<file path="config.mk">
export PLATFORM = sky130hd
export DESIGN_NAME = fpu_mul_pipe_flat
export DESIGN_NICKNAME = d
export VERILOG_FILES = /design/src/rtl/fpu_mul_pipe_if.sv /design/src/rtl/fpu_mul_pipe.sv /design/src/flat_wrapper.sv
export SDC_FILE = /design/constraint.sdc
export NUM_CORES = 1
export LEC_CHECK = 0
export BUFFER_PORTS_ARGS = -buffer_cell sky130_fd_sc_hd__buf_2
export CAP_MARGIN = 20
export CORE_ASPECT_RATIO = 0.75
export CORE_MARGIN = 5
export CORE_UTILIZATION = 60
export DETAILED_ROUTE_END_ITERATION = 12
export GPL_ROUTABILITY_DRIVEN = 0
export PLACE_DENSITY_LB_ADDON = 0.1
export SLEW_MARGIN = 10
export SYNTH_ARGS = -nofsm -noshare
export SYNTH_HDL_FRONTEND = slang
export SYNTH_SLANG_ARGS = --single-unit
</file>
<file path="constraint.sdc">
create_clock -name aclk -period 6.9 [get_ports aclk]
set_input_delay 1.38 -clock aclk [delete_from_list [all_inputs] [get_ports aclk]]
set_output_delay 1.38 -clock aclk [all_outputs]
set_load 0.02 [all_outputs]
</file>
<file path="src/rtl/fpu_mul_pipe_if.sv">
// Operand/result stream bundle for the binary16 multiplier.
// Latency: none (wires only).
// Backpressure: none; valid-only streams, no ready in either direction.
interface fpu_mul_pipe_if;
    logic [15:0] s_axis_a_tdata;
    logic        s_axis_a_tvalid;
    logic [15:0] s_axis_b_tdata;
    logic        s_axis_b_tvalid;
    logic [15:0] m_axis_result_tdata;
    logic        m_axis_result_tvalid;

    modport master (
        output s_axis_a_tdata, s_axis_a_tvalid, s_axis_b_tdata, s_axis_b_tvalid,
        input  m_axis_result_tdata, m_axis_result_tvalid
    );

    modport slave (
        input  s_axis_a_tdata, s_axis_a_tvalid, s_axis_b_tdata, s_axis_b_tvalid,
        output m_axis_result_tdata, m_axis_result_tvalid
    );
endinterface

</file>
<file path="src/rtl/fpu_mul_pipe.sv">
// Fully pipelined IEEE 754 binary16 multiplier, round to nearest even.
// Latency: 8 cycles from accepted operand pair to registered result.
// Backpressure: none; the pipe advances every cycle and accepts a pair whenever both valids are high.
module fpu_mul_pipe #(
    parameter int LATENCY = 8
) (
    input logic           aclk,
    input logic           aresetn,
    fpu_mul_pipe_if.slave axis
);

    typedef struct packed {
        logic sign;
        logic nan;
        logic inf;
        logic zero;
    } flags_t;

    function automatic logic [3:0] lzc11(input logic [10:0] m);
        logic [3:0] n;
        logic       found;
        n     = 4'd11;
        found = 1'b0;
        for (int i = 10; i >= 0; i--) begin
            if (!found && m[i]) begin
                n     = 4'(10 - i);
                found = 1'b1;
            end
        end
        return n;
    endfunction

    logic [LATENCY-1:0] vld_q;

    logic [15:0]        s1_a, s1_b;
    logic [10:0]        s2_ma, s2_mb;
    logic signed [8:0]  s2_exp, s3_exp, s4_exp, s5_exp;
    flags_t             s2_flags, s3_flags, s4_flags, s5_flags, s6_flags, s7_flags;
    logic [16:0]        s3_pp_lo;
    logic [15:0]        s3_pp_hi;
    logic [21:0]        s4_prod, s5_mant, s6_mant;
    logic [8:0]         s6_exp;
    logic               s6_sticky;
    logic [18:0]        s7_sum;
    logic [15:0]        s8_dat;

    // Stage 2: unpack; subnormals are pre-normalized so the product always has its MSB in bit 21 or 20.
    logic [4:0]  a_exp, b_exp, a_e, b_e;
    logic [9:0]  a_frac, b_frac;
    logic [10:0] a_man, b_man;
    logic [3:0]  a_lz, b_lz;
    logic        a_nan, b_nan, a_inf, b_inf, a_zero, b_zero;
    flags_t      flags_d;

    assign a_exp  = s1_a[14:10];
    assign b_exp  = s1_b[14:10];
    assign a_frac = s1_a[9:0];
    assign b_frac = s1_b[9:0];
    assign a_man  = {|a_exp, a_frac};
    assign b_man  = {|b_exp, b_frac};
    assign a_e    = (a_exp == 5'd0) ? 5'd1 : a_exp;
    assign b_e    = (b_exp == 5'd0) ? 5'd1 : b_exp;
    assign a_lz   = lzc11(a_man);
    assign b_lz   = lzc11(b_man);
    assign a_nan  = (&a_exp) & (|a_frac);
    assign b_nan  = (&b_exp) & (|b_frac);
    assign a_inf  = (&a_exp) & ~(|a_frac);
    assign b_inf  = (&b_exp) & ~(|b_frac);
    assign a_zero = ~(|a_exp) & ~(|a_frac);
    assign b_zero = ~(|b_exp) & ~(|b_frac);

    assign flags_d.sign = s1_a[15] ^ s1_b[15];
    assign flags_d.nan  = a_nan | b_nan | (a_inf & b_zero) | (b_inf & a_zero);
    assign flags_d.inf  = ~flags_d.nan & (a_inf | b_inf);
    assign flags_d.zero = ~flags_d.nan & (a_zero | b_zero);

    // Stage 5: one-bit normalize puts the hidden bit at position 21.
    logic [21:0]       norm_mant;
    logic signed [8:0] norm_exp;

    assign norm_mant = s4_prod[21] ? s4_prod : {s4_prod[20:0], 1'b0};
    assign norm_exp  = s4_exp + 9'(s4_prod[21]);

    // Stage 6: results below the normal range are shifted down to exponent 1, folding lost bits into sticky.
    logic       denorm;
    logic [8:0] sh_raw;
    logic [4:0] sh;
    logic [43:0] ext;

    assign denorm = s5_exp[8] | (s5_exp == 9'sd0);
    assign sh_raw = 9'd1 - $unsigned(s5_exp);
    assign sh     = (sh_raw > 9'd22) ? 5'd22 : sh_raw[4:0];
    assign ext    = {s5_mant, 22'd0} >> sh;

    // Stage 7: a cleared hidden bit means subnormal, so the exponent field is 0 and a rounding carry lands in it.
    logic [8:0] efield;
    logic       round_up;

    assign efield   = s6_mant[21] ? s6_exp : 9'd0;
    assign round_up = s6_mant[10] & (s6_mant[11] | (|s6_mant[9:0]) | s6_sticky);

    logic [15:0] res;

    always_comb begin
        res = {s7_flags.sign, s7_sum[14:0]};
        if (s7_flags.nan)
            res = 16'h7E00;
        else if (s7_flags.inf)
            res = {s7_flags.sign, 5'h1F, 10'h000};
        else if (s7_flags.zero)
            res = {s7_flags.sign, 15'h0000};
        else if (s7_sum[18:10] >= 9'd31)
            res = {s7_flags.sign, 5'h1F, 10'h000};
    end

    always_ff @(posedge aclk or negedge aresetn) begin
        if (!aresetn) begin
            vld_q     <= '0;
            s1_a      <= '0;
            s1_b      <= '0;
            s2_ma     <= '0;
            s2_mb     <= '0;
            s2_exp    <= '0;
            s2_flags  <= '0;
            s3_pp_lo  <= '0;
            s3_pp_hi  <= '0;
            s3_exp    <= '0;
            s3_flags  <= '0;
            s4_prod   <= '0;
            s4_exp    <= '0;
            s4_flags  <= '0;
            s5_mant   <= '0;
            s5_exp    <= '0;
            s5_flags  <= '0;
            s6_mant   <= '0;
            s6_exp    <= '0;
            s6_sticky <= 1'b0;
            s6_flags  <= '0;
            s7_sum    <= '0;
            s7_flags  <= '0;
            s8_dat    <= '0;
        end else begin
            vld_q     <= {vld_q[LATENCY-2:0], axis.s_axis_a_tvalid & axis.s_axis_b_tvalid};
            s1_a      <= axis.s_axis_a_tdata;
            s1_b      <= axis.s_axis_b_tdata;

            s2_ma     <= a_man << a_lz;
            s2_mb     <= b_man << b_lz;
            s2_exp    <= 9'(a_e) + 9'(b_e) - 9'(a_lz) - 9'(b_lz) - 9'd15;
            s2_flags  <= flags_d;

            // Multiply split across two stages: partial products, then the sum.
            s3_pp_lo  <= 17'(s2_ma) * 17'(s2_mb[5:0]);
            s3_pp_hi  <= 16'(s2_ma) * 16'(s2_mb[10:6]);
            s3_exp    <= s2_exp;
            s3_flags  <= s2_flags;

            s4_prod   <= 22'(s3_pp_lo) + {s3_pp_hi, 6'd0};
            s4_exp    <= s3_exp;
            s4_flags  <= s3_flags;

            s5_mant   <= norm_mant;
            s5_exp    <= norm_exp;
            s5_flags  <= s4_flags;

            s6_mant   <= denorm ? ext[43:22] : s5_mant;
            s6_sticky <= denorm & (|ext[21:0]);
            s6_exp    <= $unsigned(s5_exp);
            s6_flags  <= s5_flags;

            s7_sum    <= {efield, s6_mant[20:11]} + 19'(round_up);
            s7_flags  <= s6_flags;

            s8_dat    <= res;
        end
    end

    assign axis.m_axis_result_tdata  = s8_dat;
    assign axis.m_axis_result_tvalid = vld_q[LATENCY-1];

endmodule

</file>
<file path="src/flat_wrapper.sv">
// flat-port wrapper written by rule: the top's interface ports become plain ports
module fpu_mul_pipe_flat 
#(
    parameter int LATENCY = 8
)
  (aclk, aresetn, axis_s_axis_a_tdata, axis_s_axis_a_tvalid, axis_s_axis_b_tdata, axis_s_axis_b_tvalid, axis_m_axis_result_tdata, axis_m_axis_result_tvalid);
  fpu_mul_pipe_if axis_i ();
  input logic aclk;
  input logic aresetn;
  input wire logic [$bits(axis_i.s_axis_a_tdata)-1:0] axis_s_axis_a_tdata;
  input wire logic [$bits(axis_i.s_axis_a_tvalid)-1:0] axis_s_axis_a_tvalid;
  input wire logic [$bits(axis_i.s_axis_b_tdata)-1:0] axis_s_axis_b_tdata;
  input wire logic [$bits(axis_i.s_axis_b_tvalid)-1:0] axis_s_axis_b_tvalid;
  output wire logic [$bits(axis_i.m_axis_result_tdata)-1:0] axis_m_axis_result_tdata;
  output wire logic [$bits(axis_i.m_axis_result_tvalid)-1:0] axis_m_axis_result_tvalid;
  assign axis_i.s_axis_a_tdata = axis_s_axis_a_tdata;
  assign axis_i.s_axis_a_tvalid = axis_s_axis_a_tvalid;
  assign axis_i.s_axis_b_tdata = axis_s_axis_b_tdata;
  assign axis_i.s_axis_b_tvalid = axis_s_axis_b_tvalid;
  assign axis_m_axis_result_tdata = axis_i.m_axis_result_tdata;
  assign axis_m_axis_result_tvalid = axis_i.m_axis_result_tvalid;
  fpu_mul_pipe #(.LATENCY(LATENCY)) u_core (.aclk(aclk), .aresetn(aresetn), .axis(axis_i));
endmodule
</file>
; After elaboration in Yosys (flattened, before gate mapping)
; Index checks and enable logic that the tools add are counted.
[totals]
reg_bits = 266
input_bits = 36
output_inout_bits = 17
[classes]
shift = 3
add_sub_neg = 8
magnitude_cmp = 2
reduce_logical = 51
n_mul = 2
mux = 52
bitwise = 27
[op_table]
columns = op, count
row1 = $mux 4, 22
row2 = $mux 15, 3
row3 = $mux 22, 2
row4 = $shr 44x5->44, 1
row5 = $reduce_or 10->1, 3
row6 = $add 17x22->22, 1
row7 = $reduce_or 22->1, 1
row8 = $shl 11x4->11, 2
row9 = $logic_and 1x1->1, 20
row10 = $logic_not 1->1, 20
row11 = $mux 1, 20
row12 = $add 19x1->19, 1
row13 = $sub 9x4->9, 2
row14 = $mul 11x6->17, 1
row15 = $mul 11x5->16, 1
row16 = $mux 16, 1
row17 = $mux 5, 3
row18 = $and 1x1->1, 13
row19 = $logic_not 5->1, 2
row20 = $reduce_and 5->1, 2
row21 = $reduce_or 5->1, 2
row22 = $add 9x1->9, 1
row23 = $ge 9x5->1 const B, 1
row24 = $gt 9x5->1 const B, 1
row25 = 8 further kinds, 19

; Logic depth before layout (Yosys ltp)
; Gate-level depths: netlist of the first run.
[depth]
word_depth = 35
ltp_mapped = 20
mapped_depth_nobuf = 19

; Least setup slack after synthesis of the first run
; Ideal clock, no wire load.
[synth_timing]
kind = register to register
start = register u_core.s2_ma[3]
end = register u_core.s3_pp_lo[15]
arrival_time_ns = 4.270
slack_ns = 2.550
stages_incl_launch_ff = 20
synth_period_minus_slack_ns = 4.350
path_cell_list = dfrtp_1 -> clkbuf_1 -> and2_1 -> fa_1 -> inv_1 -> fa_1 -> fa_1 -> inv_1 -> ha_1 -> a21oi_1 -> nor2_1 -> nor2_1 -> nor2b_1 -> o21a_1 -> o21a_1 -> o21a_1 -> o21a_1 -> o21a_1 -> o41ai_1 -> xnor2_1
[synth_between]
elab_chain_len = 1
[synth_lines]
columns = item, line_no
row1 = "start, declared", fpu_mul_pipe.sv:36  ; logic [10:0] s2_ma, s2_mb;
row2 = "start signal, assigned", fpu_mul_pipe.sv:147  ; s2_ma <= a_man << a_lz;
row3 = $mul 11x6->17, fpu_mul_pipe.sv:153  ; s3_pp_lo <= 17'(s2_ma) * 17'(s2_mb[5:0]);
row4 = "end signal, assigned", fpu_mul_pipe.sv:153
row5 = "end, declared", fpu_mul_pipe.sv:39  ; logic [16:0] s3_pp_lo;
; Every way passes these cells.

; Worst setup path after layout of the first run
[layout_timing]
start = register u_core.s5_exp[1]
end = register u_core.s6_sticky
[layout_between]
elab_chain_len = 6
[layout_lines]
columns = item, line_no
row1 = "start, declared", fpu_mul_pipe.sv:37  ; logic signed [8:0] s2_exp, s3_exp, s4_exp, s5_exp;
row2 = "start signal, assigned", fpu_mul_pipe.sv:163  ; s5_exp <= norm_exp;
row3 = $sub 1x9->9, fpu_mul_pipe.sv:91  ; assign sh_raw = 9'd1 - $unsigned(s5_exp);
row4 = $gt 9x5->1, fpu_mul_pipe.sv:92  ; assign sh = (sh_raw > 9'd22) ? 5'd22 : sh_raw[4:0];
row5 = $mux 5, fpu_mul_pipe.sv:92
row6 = $shr 44x5->44, fpu_mul_pipe.sv:93  ; assign ext = {s5_mant, 22'd0} >> sh;
row7 = $reduce_or 22->1, fpu_mul_pipe.sv:167  ; s6_sticky <= denorm & (|ext[21:0]);
row8 = $and 1x1->1 (*), fpu_mul_pipe.sv:167
row9 = "end signal, assigned", fpu_mul_pipe.sv:167
row10 = "end, declared", fpu_mul_pipe.sv:43  ; logic s6_sticky;
; Mark *: on every way between the ends. The rest lies on a longest branch, timed or not.

==> flow_summary.yaml, run 1 <==
status:
  status: "finished clean"
critical_path:
  worstPathArrival_ns: 6.14
  critPathRequiredTime_ns: 7.32
  cp_cell_sequence: "inv_1, ha_1, xor2_1, a211oi_1, or2_2, nor2_2, buf_4, mux2i_1, mux2i_1, mux2_2, o31a_1, or4_1, or4_1, a211o_1"
  rrSetupSlack_ns: 1.18
  r2r-end: "u_core.s6_sticky"
  rr_worst_depth: 14
  start_kind: "flop"
  worstPathMaxFanout: 21
  slowest_stage: "nor2_2"
  crit_path_start: "u_core.s5_exp[1]"
  cp-end-kind: "flop"
  endpoint: "u_core.s6_sticky"
  slowest_delay_ns: 0.83
  r2r_start: "u_core.s5_exp[1]"
  crit_type: "reg -> reg"
layout:
  antenna_cells: 0
  layout_common_cells: "dfrtp_1, nand2_1, inv_1"
  final_common_cell: "dfrtp_1"
  drive_gt1_share_pct: 10.7
  fill_cells: 1978
  synthToLayoutAreaGrowth_pct: 9.33
  nNetsFinal: 1651
global_routing:
  grt_usage_pct: 22.5
  grt_max_degree: 166
  gr-total-overflow: 0
  antenna_found_initial: 0
  grt_pass1_wl_mm: 52.2
  grt_pass1_vias: 10300
clock_tree:
  insertion_delay_ns: 0.56
  clock-root-buffer: "clkbuf_16"
  cts_setup_buffers: 0
  cts_max_level: 1
  cts_buffers: 26
  cts_max_path_buffers: 3
  cts_hold_buf: 0
  cts_tree: "built"
  clk_pin_slew_ns: 0.07
  clock-sinks: 266
  post_cts_resize_count: 0
timing:
  rsz0062_at_grt: "no"
  report.final.slew_viol_count: 0
  max_freq_mhz: 175
  maxSlewHeadroom_pct: 27.3
  whs_ns: 0.342
  fin_setup_tns_ns: 0
  period_share_pct: 82.9
  hold_viol_final: 0
  period_needed_ns: 5.72
  finalWorstSetupSlack_ns: 1.18
  skew_ns: 0.0261
  setup_violations: 0
  worst_pin_slew_ns: 1.09
synth:
  synth_adder_area_share_pct: 16.2
  synth-edff-count: 0
  postSynthCellCount: 1442
  yosysSeqAreaShare_pct: 44.3
  synthMuxAreaShare_pct: 6.15
  synth_top_family_by_area: "adder cells"
  async_flop_share_pct: 100
  synth_area_um2: 15000
  yosysUniqueCellTypes: 67
  synth_flop_cell: "dfrtp_1"
  yosys.area_share.simple_pct: 14.8
  yosysWarnings: 0
  synth-xor-area-share_pct: 3.67
  synth_compound_area_share_pct: 10.3
  synth.avg_cell_area_um2: 10.4
  ys_ff_latch: 266
  synth_nets: 1630
detailed_routing:
  drt-vias-per-instance: 5.71
  wl_per_cell_um: 17.0
  drt.antenna.violating_nets: 0
  drt_first_pass_iters: 8
  drt_iter0_markers: 998
  remaining_drc_errors: 0
  drt-total-wl_mm: 31.0
  vias: 10400
die:
  io_pins: 53
  start_util_pct: 60.5
  die_y_um: 147
  die_w_um: 193
  rows: 50
  core_area_um2: 24800
  die_area_um2: 28300
pwr:
  total_leakage_power_nw: 7.66
  p_per_area_nw_per_um2: 384
  total_power_mw: 6.32
  ir_worst_vdd_v: 0.000213
job:
  drv_cap: 0
placed_design:
  portBuffers: 52
  post-place-ws_ns: 1.42
  hpwl_mm: 22.2
worst_hold_path:
  hold_path_class: "reg -> reg"
## power by group
| group | switching [mW] | internal, mW |
|---|---|---|
| logic | 1.31 | 1.05 |
| registers | 0.438 | 2.06 |
| clock network | 0.624 | 0.836 |
## cells in the mapped netlist (35+ instances only)
cell	instances	area, um^2
nand2_1	145	544
dfrtp_1	266	6660
xnor2_1	50	438
mux2_2	35	394
a21oi_1	55	275
nor2_1	99	372
and2_1	75	469
ha_1	82	1030
inv_1	110	413
o21ai_0	49	245
clkbuf_1	56	210
mux2i_1	53	531
fa_1	70	1400
## worst min-delay path by stage
stage                             from                  to  slack, ns  cells past startpoint
CTS                 u_core.s4_flags[2]  u_core.s5_flags[2]       0.35                      0
detailed placement    u_core.s2_exp[6]    u_core.s3_exp[6]       0.33                      0
floorplan             u_core.s2_exp[0]    u_core.s3_exp[0]       0.33                      0
global route        u_core.s2_flags[0]  u_core.s3_flags[0]       0.35                      0
global placement      u_core.s2_exp[4]    u_core.s3_exp[4]       0.33                      0
finish                u_core.s2_exp[6]    u_core.s3_exp[6]       0.34                      0
## area by class of cell
type	count	area [um^2]	share of cell area (%)
clock inverter	16	203	1.23
tap	338	423	2.57
clock buffer	30	686	4.17
timing repair buffer	62	355	2.16
inverter	110	413	2.51
sequential	266	6660	40.5
multi-input combinational	997	7690	46.8
## registers in the layout, summed over array words and instances (netlist names), 11 cells and up
signal,cells
u_core.axis.m_axis_result_tdata,16
u_core.s1_a,16
u_core.s1_b,16
u_core.s2_ma,11
u_core.s2_mb,11
u_core.s3_pp_hi,16
u_core.s3_pp_lo,17
u_core.s4_prod,22
u_core.s5_mant,22
u_core.s6_mant,22
u_core.s7_sum,19
## cell families (layout without fill, tap and decap cells)
| family | Yosys count | in the layout |
|---|---|---|
| multiplexers | 88 | 88 |
| XOR/XNOR | 63 | 63 |
| adder cells (fa/ha/maj) | 152 | 152 |
| AND/OR/NAND/NOR | 461 | 461 |
| AO/OA/AOI/OAI | 233 | 233 |
| buffers and inverters | 179 | 218 |
| flip-flops | 266 | 266 |
## stage by stage
| step | util [%] | std cells | instance area, um^2 |
|---|---|---|---|
| after floorplan | - | 1442 | 15000 |
| after global placement | 62.5 | 1772 | 15500 |
| after detailed placement | 62.5 | 1772 | 15500 |
| after CTS | 66.1 | 1818 | 16400 |
| after global routing | 66.1 | 1819 | 16400 |
| final | 66.1 | 1819 | 16400 |
## critical path, delay by kind of cell, from the launching register on
| family | cells | cell delay [ns] |
|---|---|---|
| and+or+nand+nor | 4 | 2.08 |
| AOI/OAI and AO/OA | 3 | 0.86 |
| muxes | 3 | 0.71 |
| xor gates and xnor gates | 1 | 0.60 |
| buffers and inverters | 2 | 0.52 |
| DFF | 1 | 0.48 |
| adders and majority gates | 1 | 0.33 |
## metal layers
| metal | GRT usage, % | up-vias | wire length, um |
|---|---|---|---|
| met3 | 4.73 | 67 | 2480 |
| li1 | - | 4914 | - |
| met5 | 0 | - | 0 |
| met4 | 5.06 | 0 | 680 |
| met1 | 35.2 | 5024 | 14400 |
| met2 | 32.6 | 374 | 13400 |
(Power assumes the default switching activity.)
==> inputs of run 2 (changes only) <==
==> constraint.sdc (replaced) <==
create_clock -name aclk -period 5.9 [get_ports aclk]
set_input_delay 1.18 -clock aclk [delete_from_list [all_inputs] [get_ports aclk]]
set_output_delay 1.18 -clock aclk [all_outputs]
set_load 0.02 [all_outputs]
==> run 2 against run 1 <==
Utilization is 0.13 points higher. Largest cell class unchanged. Maximum frequency increased by 6.5%. Clock skew is 0.0014 ns higher. Largest power group unchanged. Register-to-register slack lost 0.65 ns. Highest routed layer unchanged.
==> flow_summary.yaml, run 2 (synthesis results as in run 1) <==
critical_path:
  rr_worst_depth: 14
  start_kind: "flop"
  slowest_stage: "nor2_2"
  crit_type: "reg -> reg"
  r2r_start: "u_core.s5_exp[1]"
  cp-end-kind: "flop"
  worstPathMaxFanout: 21
  r2r-end: "u_core.s6_sticky"
  slowest_delay_ns: 0.78
  crit_buf_inv: 2
  critPathTopFamily: "simple AND/OR/NAND/NOR gates"
  critPathRequiredTime_ns: 6.31
  cp_cell_sequence: "inv_1, ha_1, or4bb_1, nor3_1, o31ai_4, nor2_2, buf_4, mux2i_1, mux2i_1, o22ai_1, nor2_1, or4_1, or4_1, a211o_1"
  rrSetupSlack_ns: 0.53
  worstPathArrival_ns: 5.79
clock_tree:
  post_cts_resize_count: 0
  cts_max_path_buffers: 3
  cts_max_level: 1
  clock-root-buffer: "clkbuf_16"
  cts_tree: "built"
  clock-sinks: 266
  cts_hold_buf: 0
  cts_buffers: 27
  insertion_delay_ns: 0.55
  clk_pin_slew_ns: 0.06
  cts_setup_buffers: 0
placed_design:
  post-place-ws_ns: 0.663
  placed_cell_area_um2: 15500
  portBuffers: 52
  hpwl_mm: 21.9
timing:
  maxSlewHeadroom_pct: 27.7
  worst_pin_slew_ns: 1.07
  setup_violations: 0
  skew_ns: 0.0275
  period_share_pct: 91.1
  period_needed_ns: 5.37
  max_freq_mhz: 186
  report.final.slew_viol_count: 0
  fin_setup_tns_ns: 0
  rsz0062_at_grt: "no"
  hold_viol_final: 0
  finalWorstSetupSlack_ns: 0.527
pwr:
  p_per_area_nw_per_um2: 449
  seqPwrFrac_pct: 39.4
  p_clk_share_pct: 23.0
  switching_power_mw: 2.76
  internal_power_mw: 4.64
  ir_worst_vdd_v: 0.000257
  total_power_mw: 7.39
  total_leakage_power_nw: 7.68
  switching_share_pct: 37.3
  pwr-share-comb_pct: 37.6
layout:
  reg.largest.list: "u_core.s4_prod (22), u_core.s5_mant (22), u_core.s6_mant (22)"
  layout_common_cells: "dfrtp_1, nand2_1, inv_1"
  synthToLayoutAreaGrowth_pct: 9.54
  fin_area_um2: 16500
  nNetsFinal: 1655
  drive_gt1_share_pct: 10.8
  fill_cells: 1990
  antenna_cells: 0
  final_common_cell: "dfrtp_1"
  multi_input_area_um2: 7680
  register_area_um2: 6660
detailed_routing:
  wl_per_cell_um: 16.7
  drt-total-wl_mm: 30.4
  remaining_drc_errors: 0
  wl_met3_mm: 2.21
  drt_first_pass_iters: 6
  wl_met1_mm: 14.5
  drt-vias-per-instance: 5.64
  wl_met2_mm: 13.1
  vias: 10300
  drt.antenna.violating_nets: 0
  drt_iter0_markers: 898
  topRoutingLayerUsed: "met4"
die:
  die_w_um: 193
  core_area_um2: 24800
  start_util_pct: 60.5
  io_pins: 53
  die_y_um: 147
  die_area_um2: 28300
  rows: 50
global_routing:
  grt_pass1_wl_mm: 50.9
  antenna_found_initial: 0
  gr-total-overflow: 0
  grt_max_degree: 161
  grt_usage_pct: 21.8
  grt_pass1_vias: 10000
worst_hold_path:
  min_path_cells: 0
  worstHoldEndpoint: "u_core.s3_exp[6]"
  min_from: "u_core.s2_exp[6]"
  hold_path_class: "reg -> reg"
status:
  status: "finished clean"
job:
  drv_cap: 0
==> run 2: power by group through the flow <==
stage,logic [mW],registers (mW),clock network [mW]
after floorplan,2.16,2.75,0
after global placement,2.68,2.92,0
after detailed placement,2.73,2.93,0
after CTS,2.77,2.90,1.75
after global routing,3.12,2.98,1.84
final,2.78,2.91,1.70
==> run 2: worst max-delay path by stage <==
| stage | startpoint | endpoint | slack (ns) | cells after the start |
|---|---|---|---|---|
| 2_1_floorplan | u_core.s2_ma[3] | u_core.s3_pp_lo[15] | 1.55 | 19 |
| 3_3_place_gp | u_core.s5_exp[1] | u_core.s6_sticky | 0.84 | 14 |
| 3_5_place_dp | u_core.s5_exp[1] | u_core.s6_sticky | 0.66 | 14 |
| 4_1_cts | u_core.s5_exp[1] | u_core.s6_sticky | 0.63 | 14 |
| 5_1_grt | u_core.s5_exp[1] | u_core.s6_sticky | 0.25 | 14 |
| 6_report | u_core.s5_exp[1] | u_core.s6_sticky | 0.53 | 14 |
==> run 2: layout make-up <==
cell class	instances	area share [%]
Multi-Input combinational cell	997	46.7
Clock inverter	14	0.965
Inverter	110	2.51
Sequential cell	266	40.4
Clock buffer	35	4.53
Timing Repair Buffer	65	2.30
Tap cell	338	2.57
==> run 2: metrics by stage <==
step,hold WS [ns],std cells,utilization [%]
after floorplan,0.331,1442,-
after detailed placement,0.335,1775,62.6
after global placement,0.332,1775,62.6
final,0.344,1825,66.3
after global routing,0.351,1825,66.3
after CTS,0.348,1824,66.2
==> run 2: layer usage <==
metal | GRT usage (%) | vias to the layer above
li1 | - | 4917
met1 | 34.4 | 4942
met2 | 31.5 | 383
met3 | 4.23 | 53
met4 | 4.85 | 0
met5 | 0 | -
==> inputs of run 3 (changes only) <==
--- a/config.mk
+++ b/config.mk
@@ -5,6 +5,7 @@
 export SDC_FILE = /design/constraint.sdc
 export NUM_CORES = 1
 export LEC_CHECK = 0
+export ABC_AREA = 1
 export BUFFER_PORTS_ARGS = -buffer_cell sky130_fd_sc_hd__buf_2
 export CAP_MARGIN = 20
 export CORE_ASPECT_RATIO = 0.75
==> run 3 against run 2 <==
Combinational power up 7.2%. Largest cell class unchanged. Global-route usage up 0.65 points. Die area up 0.72%. Sequential power down 5%. Sequential share of layout area up 0.062 points. First-iteration DRC count up 5.8%.
==> flow_summary.yaml, run 3 <==
timing:
  maxSlewHeadroom_pct: 36.0
  max_freq_mhz: 220
  rsz0062_at_grt: "no"
  skew_ns: 0.0113
  finalWorstSetupSlack_ns: 1.36
  worst_pin_slew_ns: 0.958
  period_share_pct: 77.0
  setup_violations: 0
  fin_setup_tns_ns: 0
  whs_ns: 0.346
  report.final.slew_viol_count: 0
  hold_viol_final: 0
  period_needed_ns: 4.54
clock_tree:
  post_cts_resize_count: 0
  cts_max_path_buffers: 3
  cts_setup_buffers: 0
  cts_hold_buf: 0
  clk_pin_slew_ns: 0.06
  cts_buffers: 26
  cts_max_level: 1
  cts_tree: "built"
  insertion_delay_ns: 0.54
  clock-root-buffer: "clkbuf_16"
  clock-sinks: 266
global_routing:
  grt_max_degree: 88
  grt_pass1_vias: 11200
  antenna_found_initial: 0
  grt_pass1_wl_mm: 53.9
  gr-total-overflow: 0
  grt_usage_pct: 22.5
detailed_routing:
  drt-vias-per-instance: 5.39
  remaining_drc_errors: 0
  wl_per_cell_um: 15.1
  drt.antenna.violating_nets: 0
  drt_iter0_markers: 950
  vias: 11300
  drt-total-wl_mm: 31.6
  drt_first_pass_iters: 6
die:
  start_util_pct: 60.8
  die_area_um2: 28500
  io_pins: 53
  die_w_um: 193
  die_y_um: 148
  core_area_um2: 24900
  rows: 50
critical_path:
  cp_cell_sequence: "nand2_1, fa_1, fa_1, fa_1, inv_1, ha_1, a21oi_1, o21ai_0, a21oi_1, o21bai_1, a31oi_1, o21ai_0, a21oi_1, nor2_1, nor2_1, xor2_1"
  cp-end-kind: "flop"
  worstPathMaxFanout: 11
  crit_buf_inv: 1
  crit_type: "reg -> reg"
  critPathTopFamily: "adder cells"
  worstPathArrival_ns: 4.95
  start_kind: "flop"
  critPathRequiredTime_ns: 6.31
  slowest_stage: "dfrtp_1"
  slowest_delay_ns: 0.59
placed_design:
  post-place-ws_ns: 1.54
  portBuffers: 52
  hpwl_mm: 23.8
  place_inst: 2048
job:
  drv_cap: 0
synth:
  yosysMostFrequentCell: "nand2_1"
  synth_nets: 1903
  yosysWarnings: 0
  synth_compound_area_share_pct: 6.41
  synth_top_family_by_area: "simple AND/OR/NAND/NOR gates"
  synth_flop_cell: "dfrtp_1"
  ys_ff_latch: 266
  synth_adder_area_share_pct: 16.0
  synth-xor-area-share_pct: 3.82
  synth.avg_cell_area_um2: 8.83
  synthTopCellsByArea: "dfrtp_1, nand2_1, fa_1"
  yosysUniqueCellTypes: 50
  synth_area_um2: 15100
  synth_common_cells: "nand2_1, dfrtp_1, inv_1"
  yosys.area.top_type: "dfrtp_1"
  synth-edff-count: 0
  postSynthCellCount: 1715
  synthMuxAreaShare_pct: 0.198
  async_flop_share_pct: 100
  synth_top_area_share_pct: 44.0
  yosys.area_share.simple_pct: 21.2
  yosysSeqAreaShare_pct: 44.0
pwr:
  ir_worst_vdd_v: 0.000273
  p_per_area_nw_per_um2: 450
  total_leakage_power_nw: 8.75
worst_hold_path:
  hold_path_class: "reg -> reg"
layout:
  reg.largest.list: "u_core.s4_prod (22), u_core.s5_mant (22), u_core.s6_mant (22)"
  antenna_cells: 0
  final_common_cell: "nand2_1"
  synthToLayoutAreaGrowth_pct: 8.55
  instances_no_fill: 2094
  fill_cells: 2068
  layout_common_cells: "nand2_1, dfrtp_1, inv_1"
  nNetsFinal: 1926
  utilization_pct: 66.0
  drive_gt1_share_pct: 7.29
status:
  status: "finished clean"
## run 3: cell types whose count changed after synthesis, sizes merged, moves of 13 or more
cell	change
nand2	+301
inv	+142
nand3	+112
and2	-73
mux2i	-50
xor2	+41
xnor2	-38
mux2	-35
and3	-22
nand4	+22
clkbuf	-16
o21a	-13
## run 3: worst register-to-register path, stage by stage, from the launching register on
cell and delay (ns):
dfrtp_1 0.59, nand2_1 0.15, fa_1 0.51, fa_1 0.53, fa_1 0.55, inv_1 0.05
ha_1 0.31, a21oi_1 0.08, o21ai_0 0.25, a21oi_1 0.11, o21bai_1 0.21, a31oi_1 0.15
o21ai_0 0.41, a21oi_1 0.13, nor2_1 0.15, nor2_1 0.08, xor2_1 0.16
## run 3: kinds of logic (layout without fill, tap and decap cells)
kind of cell,after synthesis,in the layout
AND/OR/NAND/NOR,746,746
buffers and inverters,318,359
flip-flops,266,266
AO/OA/AOI/OAI,164,164
adder cells (fa/ha/maj),152,152
XOR/XNOR,66,66
multiplexers,3,3
## run 3: final cells by class
class,instances,area (um^2),area share [%]
inverter,254,953,5.80
clock buffer,33,707,4.30
multi-input combinational,1131,7220,43.9
sequential,266,6660,40.5
clock inverter,13,155,0.944
timing repair buffer,59,323,1.96
tap,338,423,2.57
## run 3: routing by layer
metal | GRT usage, % | vias to the layer above | share of wire, %
met1 | 31.4 | 5357 | 44
met3 | 3.44 | 71 | 6.1
met4 | 6.05 | 0 | 2.8
met2 | 37.3 | 391 | 47
met5 | 0 | - | 0
li1 | - | 5477 | -
## run 3: final timing paths
kind,from,to,slack [ns],cells after the start
max,u_core.s2_mb[9],u_core.s3_pp_hi[14],1.36,16
min,u_core.s3_exp[8],u_core.s4_exp[8],0.35,0
max reg2reg,u_core.s2_mb[9],u_core.s3_pp_hi[14],1.36,16
min reg2reg,u_core.s3_exp[8],u_core.s4_exp[8],0.35,0
max in group asynchronous,aresetn,u_core.s3_pp_lo[8],4.07,2
min in group asynchronous,aresetn,u_core.axis.m_axis_result_tdata[13],0.60,1
## run 3: metrics by stage
stage / cell area [um^2] / power, mW
floorplan: 15100 / 4.99
global placement: 15600 / 5.62
detailed placement: 15600 / 5.72
CTS: 16400 / 7.42
global route: 16400 / 7.99
finish: 16400 / 7.40
## run 3: report_power, final
group          total, mW  internal [mW]  leakage (nW)  switching, mW
Clock               1.65          0.946         0.413          0.708
Combinational       2.98           1.09          5.11           1.89
Sequential          2.77           2.40          3.23          0.365
Total               7.40           4.44          8.75           2.96
